--- src/rtl/sram_mem_responder.sv ---
`default_nettype none
// ============================================================================
//  Module      : sram_mem_responder
//  Description : MEM-stage data-memory responder. Performs each 32-bit read
//                or write as two 16-bit accesses on an external asynchronous
//                SRAM, each half lasting SRAM_WAIT cycles. ready is low while
//                an access is in flight so the pipeline stalls.
//  Revision    : 1.0 - initial release
// ============================================================================
module sram_mem_responder #(
    parameter int          SRAM_WAIT = 5,      // cycles per half access, 2..15
    parameter logic [31:0] BASE_ADDR = 32'd1024 // byte address of halfword 0
) (
    input  logic        clk,
    input  logic        rst,          // asynchronous, active-low
    input  logic        rd_en,
    input  logic        wr_en,
    input  logic [31:0] address,
    input  logic [31:0] wdata,
    output logic [31:0] rdata,
    output logic        ready,
    output logic [17:0] sram_addr,
    output logic [15:0] sram_dq_out,
    output logic        sram_dq_oe,
    input  logic [15:0] sram_dq_in,
    output logic        sram_we_n
);

    // Last counter value of a phase, and last counter value with WE low.
    localparam logic [3:0] c_LAST   = 4'(SRAM_WAIT - 1);
    localparam logic [3:0] c_WE_END = 4'(SRAM_WAIT - 2);

    typedef enum logic [1:0] {
        ST_IDLE = 2'd0,
        ST_LOW  = 2'd1,
        ST_HIGH = 2'd2,
        ST_DONE = 2'd3
    } state_t;

    state_t      r_state;
    logic [3:0]  r_cnt;
    logic        r_is_wr;
    logic [31:0] r_rdata;
    logic [17:0] r_sram_addr;
    logic [15:0] r_dq_out;
    logic        r_dq_oe;
    logic        r_we_n;

    logic        w_req;
    logic        w_ready;
    logic [31:0] w_eff;
    logic [17:0] w_addr_lo;
    logic [17:0] w_addr_hi;
    logic        w_unused_bits;

    // Request decode and halfword address generation. Byte offset and the
    // bits above the SRAM window are ignored, so higher addresses alias.
    assign w_req         = rd_en | wr_en;
    assign w_eff         = address - BASE_ADDR;
    assign w_addr_lo     = {w_eff[18:2], 1'b0};
    assign w_addr_hi     = {w_eff[18:2], 1'b1};
    assign w_unused_bits = ^{w_eff[31:19], w_eff[1:0]};

    // ready is high when idle with nothing asked, or on the completion cycle.
    assign w_ready = ((r_state == ST_IDLE) && !w_req) || (r_state == ST_DONE);

    assign ready       = w_ready;
    assign rdata       = r_rdata;
    assign sram_addr   = r_sram_addr;
    assign sram_dq_out = r_dq_out;
    assign sram_dq_oe  = r_dq_oe;
    assign sram_we_n   = r_we_n;

    // Access sequencer: outputs are registered one cycle ahead, so the value
    // loaded on a transition is the value seen during the next cycle.
    always_ff @(posedge clk or negedge rst) begin
        if (!rst) begin
            r_state     <= ST_IDLE;
            r_cnt       <= 4'd0;
            r_is_wr     <= 1'b0;
            r_rdata     <= 32'd0;
            r_sram_addr <= 18'd0;
            r_dq_out    <= 16'd0;
            r_dq_oe     <= 1'b0;
            r_we_n      <= 1'b1;
        end else begin
            case (r_state)
                ST_IDLE: begin
                    if (w_req) begin
                        // Write wins when both enables are set.
                        r_is_wr     <= wr_en;
                        r_cnt       <= 4'd0;
                        r_state     <= ST_LOW;
                        r_sram_addr <= w_addr_lo;
                        r_dq_oe     <= wr_en;
                        r_we_n      <= ~wr_en;
                        if (wr_en) begin
                            r_dq_out <= wdata[15:0];
                        end
                    end
                end

                ST_LOW: begin
                    if (r_cnt == c_LAST) begin
                        r_cnt       <= 4'd0;
                        r_state     <= ST_HIGH;
                        r_sram_addr <= w_addr_hi;
                        r_dq_oe     <= r_is_wr;
                        r_we_n      <= ~r_is_wr;
                        if (r_is_wr) begin
                            r_dq_out <= wdata[31:16];
                        end else begin
                            r_rdata[15:0] <= sram_dq_in;
                        end
                    end else begin
                        r_cnt  <= r_cnt + 4'd1;
                        // WE rises for the final cycle so address/data hold past it.
                        r_we_n <= ~r_is_wr | (r_cnt == c_WE_END);
                    end
                end

                ST_HIGH: begin
                    if (r_cnt == c_LAST) begin
                        r_cnt   <= 4'd0;
                        r_state <= ST_DONE;
                        r_dq_oe <= 1'b0;
                        r_we_n  <= 1'b1;
                        if (!r_is_wr) begin
                            r_rdata[31:16] <= sram_dq_in;
                        end
                    end else begin
                        r_cnt  <= r_cnt + 4'd1;
                        r_we_n <= ~r_is_wr | (r_cnt == c_WE_END);
                    end
                end

                ST_DONE: begin
                    r_state <= ST_IDLE;
                end

                default: begin
                    r_state <= ST_IDLE;
                end
            endcase
        end
    end

endmodule
`default_nettype wire

--- config.mk ---
export PLATFORM = sky130hd
export DESIGN_NAME = sram_mem_responder
export DESIGN_NICKNAME = d
export VERILOG_FILES = /design/src/rtl/sram_mem_responder.sv
export SDC_FILE = /design/constraint.sdc
export NUM_CORES = 1
export LEC_CHECK = 0
export ABC_AREA = 0
export CAP_MARGIN = 20
export CORE_MARGIN = 1
export CORE_UTILIZATION = 31
export DETAILED_ROUTE_END_ITERATION = 7
export GPL_ROUTABILITY_DRIVEN = 0
export PLACE_DENSITY = 0.62
export SLEW_MARGIN = 10
export SYNTH_ARGS = -nofsm -noshare
export SYNTH_HDL_FRONTEND = slang
export SYNTH_SLANG_ARGS = --single-unit
--- constraint.sdc ---
create_clock -name clk -period 1.9 [get_ports clk]
set_clock_uncertainty 0.2 [all_clocks]
set_input_delay 0.38 -clock clk [delete_from_list [all_inputs] [get_ports clk]]
set_output_delay 0.38 -clock clk [all_outputs]
set_load 0.05 [all_outputs]
======== Yosys cells after proc, flatten, opt, wreduce, memory -nomap -nowiden ========
Cells that the tools add are included.
word-level totals
  word-level logic and storage cells ...... 65
  output and inout port bits .............. 69
  flip-flop bits (word level) ............. 75
  input bits .............................. 84
cells by class
  mux-type cells .......................... 23
  add/sub/neg operators ................... 2
  reduce and logical (&&, ||, !) cells .... 17
  eq/ne operators ......................... 10
  bitwise operators ....................... 4
operator list
  cell                                                                   count
  16-bit 2-to-1 mux                                                      4
  18-bit 2-to-1 mux                                                      2
  18-bit one-hot mux with 2 select lines                                 1
  16-bit one-hot mux with 2 select lines                                 1
  19-bit by 11-bit subtractor with 19-bit output, second input constant  1
  3-bit AND reduction                                                    4
  2-bit inequality test, second input constant                           5
  4-bit 2-to-1 mux                                                       2
  2-bit one-hot mux with 4 select lines                                  1
  4-bit one-hot mux with 2 select lines                                  1
  1-bit 2-to-1 mux                                                       6
  2-bit 2-to-1 mux                                                       3
  1-bit one-hot mux with 3 select lines                                  2
  2-bit AND reduction                                                    3
  5-bit AND reduction                                                    1
  4-bit by 1-bit adder with 4-bit output, second input constant          1
  2-bit == test, second input constant                                   2
  4-bit by 2-bit == test with 1-bit output, second input constant        1
  4-bit by 3-bit == test with 1-bit output, second input constant        1
  4-bit AND reduction                                                    1
  2-bit nonzero test                                                     2
  3-bit nonzero test                                                     1
  2-bit by 1-bit == test with 1-bit output, second input constant        1
  2-bit logical NOT                                                      1
  6 further kinds                                                        8

======== Depth between registers and ports, before layout ========
  word-level depth ........................ 4
  depth in mapped cells ................... 8
  mapped depth without buffers ............ 6

======== Worst setup path before layout ========
No wires, ideal clock.
  path type ............................... reg-to-output
  start point ............................. reg r_state[0]
  end point ............................... out ready
  buffers on the path ..................... 1
  setup slack ............................. -0.164 ns
  arrival time ............................ 1.484 ns
  stages on the path, launching flop included .. 7
  data required time ...................... 1.320 ns
  cell sequence ........................... dfrtp_1 -> inv_1 -> ha_1 -> buf_4 -> nor3b_4 -> nor2_1 -> inv_1
on the way
  cells in the longest elaborated chain, start to end .. 3
  elaborated cells on any way between the ends .. 4
  classes of those cells .................. 1 x eq/ne; 3 x reduce/logical
RTL lines
  item                      RTL line  text
  start: declaration        40        state_t r_state;
  start signal: assignment  78        r_state <= ST_IDLE;
  start signal: assignment  93        r_state <= ST_LOW;
  start signal: assignment  106       r_state <= ST_HIGH;
  2-bit logical NOT         65        assign w_ready = ((r_state == ST_IDLE) && !w_req) || (r_state == ST_DONE);
  1-bit logical AND         65
  1-bit logical OR (*)      65
  end: declaration          21        output logic ready,
Mark *: on every way between the ends. The rest lies on a longest branch, timed or not.

======== Worst setup path after layout ========
Same ends and word-level chain as after synthesis.

==> impl_results.md <==
- Leak: 2.65 nW
- Register area: 0.00188 mm²
- TritonCTS clock tree: yes
- Post-synth EDFFs: 0
- Share of layout cells above drive strength 1: 0.512
- Wirelength per Cell: 15.7 µm
- # fillers: 895
- First-pass GRT wire length: 14.3 mm
- Reg2Reg Setup Slack: -0.20 ns
- Synth Flop Type: dfrtp_1
- Setup tns final: -6.02 ns
- Layout Utilization: 0.566
- Peak supply drop: 0.00116 V
- Startpoint Class: flip-flop
- CTS max path bufs: 2
- Ant. Diodes: 0
- Post-synthesis cell count: 277
- Mapped Area: 0.00341 mm²
- Max-cap violation count: 0
- Multiplexer share of the synthesized area: 0.188
- Die height: 107 µm
- Synth Area in Compound Gates: 0.0799
- Sequential Power Share: 0.238
- Worst EP required: 1.32 ns
- Violated checks: negative setup slack
- DR vias: 2842
- Nets: 564
- Sw frac: 0.474
- Die area: 0.0114 mm²
- H-tree depth: 3
- Hpwl dp: 6.05 mm
- DP Cell Count: 571
- First-pass DRT Iterations: 4
- Final min period: 2.12 ns
- Area of the core: 0.0105 mm²
- Slew headroom: 0.749
- Multi-input logic area: 0.00182 mm²
- RR Endpoint: sram_addr[8]$_DFFE_PN0P_
- Combinational cell fraction of total power: 0.665
- Final setup margin: -0.216 ns
- Clock network fraction of total power: 0.097
- Simple-Gate Fraction of Synth Area: 0.0989
- Largest net degree at the start of global routing: 39
- Grt total ovfl: 0
- Drc violations: 0
- WL final: 9.64 mm
- Status: finished with violations
- Post-Synth XOR/XNOR Area: 0.0180
- Hold_ws: 0.297 ns
- Area delta synth->final: 74.2%
- Total CTS buffers: 9
- Syn nets: 369
- Setup CP Type: flip-flop to output port
- Setup Viol. Count Final: 52
- Worst r2r path cells: 9
- Ports: 153
- Post-Place Worst Slack: -0.338 ns
- Combinational family with the most area after synthesis: multiplexers
- Fraction of registers with async set/reset: 1.00
- Fin crit share: 1.11
- NetSw: 5.87 mW
- Drt first-iter violations: 48
- Number of global-route vias before repair: 2946
- Slew Limit Fails: 0
- Clk_lat worst skew: 0.35 ns
- Final cell count without fillers: 613
- Cell Int Power: 6.51 mW
- RR Startpoint: r_state[1]$_DFFE_PN0P_
- Clock sink count: 75
- Clock transition at the registers of the reported paths: 0.09 ns
- Post-Synth Adder-Cell Area: 0.0293
- Sequential area share after synthesis: 0.550
- Gr usage total: 0.161
- DR vias/cell: 4.64
- Synth unique cells: 37
- Synth Warn #: 0
- PwrDens: 2080 mW/mm²
- Initial antenna violation count: 0
- Final Hold Viols: 0
- Antenna viol nets, final: 0
- RSZ-0062 raised after global routing: yes
- CP Data Arrival Time: 1.54 ns
- Flip-flop and latch count after synthesis: 75
- Largest fanout on the critical path: 3
- Die Width: 107 µm
- CTS Root Cell: clkbuf_8
- Mean Syn Cell Area: 12.3 µm²
- Buffers added on ports: 137
- Initial core utilization: 0.325
- Crit path capture type: output port
- Num rows: 37
- Peak Freq: 473 MHz
- Worst slew pin tran: 0.377 ns
- Worst Hold Class: primary input to async pin
[power groups by stage]
stage | registers [mW] | logic, mW | clock network [mW]
2_1_floorplan | 5.29 | 2.08 | 0
3_3_place_gp | 2.86 | 6.60 | 0
3_5_place_dp | 2.89 | 6.66 | 0
4_1_cts | 2.88 | 7.14 | 1.26
5_1_grt | 3.05 | 8.67 | 1.32
6_report | 2.95 | 8.24 | 1.20
[how the worst max path moves through the flow]
stage / startpoint / end / slack, ns
CTS: r_state[1]$_DFFE_PN0P_ / ready / -0.23
global placement: wr_en / sram_addr[7]$_DFFE_PN0P_ / -0.33
detailed placement: rd_en / sram_addr[2]$_DFFE_PN0P_ / -0.34
global route: r_state[0]$_DFFE_PN0P_ / ready / -0.32
finish: r_state[0]$_DFFE_PN0P_ / ready / -0.22
floorplan: r_cnt[0]$_DFFE_PN0P_ / rdata[10]$_DFFE_PN0P_ / -0.02
[layout by cell type, fill, tap and decap left out, types with 5 or more instances in the layout]
master and instances:
buf_4 105, dfrtp_1 74, clkdlybuf4s50_1 67, mux2_4 36
mux2i_1 17, a21oi_1 16, a21oi_2 13, nor2_1 11
buf_6 11, nor2_4 9, nand2_1 9, clkbuf_8 9
nor2_2 8, buf_12 7, xnor2_1 6, mux2_2 5
[through the flow]
stage / power [mW] / cell area (µm²)
after floorplan: 7.38 / 3470
after global placement: 9.46 / 5070
after detailed placement: 9.56 / 5070
after CTS: 11.3 / 5520
after global routing: 13.0 / 5950
final: 12.4 / 5950
[timing repair]
action,in CTS,in global routing
hold buffers,1,0
cloned,2,5
endpoints found under the setup margin,67,74
pin swaps,3,6
resized for setup,37,72
buffers inserted,10,12
hold endpoints to repair,25,0
[cell type report]
| cell class | count | share of cell area |
|---|---|---|
| Tap cell | 136 | 0.0286 |
| Inverter | 8 | 0.00547 |
| Timing Repair Buffer | 197 | 0.312 |
| Sequential cell | 75 | 0.316 |
| Clock inverter | 7 | 0.0116 |
| Clock buffer | 9 | 0.0208 |
| Multi-Input combinational cell | 181 | 0.306 |
[logic make-up (layout without fill, tap and decap cells)]
group | count (synthesis) | count (layout)
simple gates | 59 | 59
buf+inv | 23 | 221
xor+xnor | 7 | 7
flops | 75 | 75
compound gates | 46 | 48
mux | 59 | 59
fa+ha+maj | 8 | 8
[cell usage after synthesis (4+ instances only)]
library cell | n | area share
nand2_1 | 9 | 0.0099
ha_1 | 8 | 0.029
a21oi_1 | 28 | 0.041
mux2i_1 | 18 | 0.053
o21ai_0 | 4 | 0.0059
dfrtp_1 | 74 | 0.54
nand2b_1 | 5 | 0.0092
inv_1 | 8 | 0.0088
nor2_1 | 28 | 0.031
xnor2_1 | 6 | 0.015
mux2_2 | 41 | 0.14
buf_2 | 8 | 0.012
[state kept, by name, indices dropped and copies added (netlist names)]
signal	cells
rdata	32
sram_addr	18
sram_dq_out	16
r_cnt	4
r_state	2
r_is_wr	1
sram_dq_oe	1
sram_we_n	1
[metal layers]
| metal | wire, µm | GRT usage | up-vias | part of all wire |
|---|---|---|---|---|
| met5 | 0 | 0 | - | 0 |
| met4 | 75 | 0.0382 | 0 | 0.0078 |
| met3 | 632 | 0.0535 | 8 | 0.066 |
| met2 | 4880 | 0.283 | 93 | 0.51 |
| met1 | 4050 | 0.188 | 1379 | 0.42 |
| li1 | - | - | 1362 | - |
[critical path, stage by stage, from the launching register on]
cell and delay (ns):
dfrtp_1 0.41, inv_2 0.09, ha_4 0.14, nor3b_4 0.21
buf_6 0.14, nor2_4 0.04, inv_4 0.06, buf_12 0.12
No activity file was read; power rests on OpenSTA's default activity.
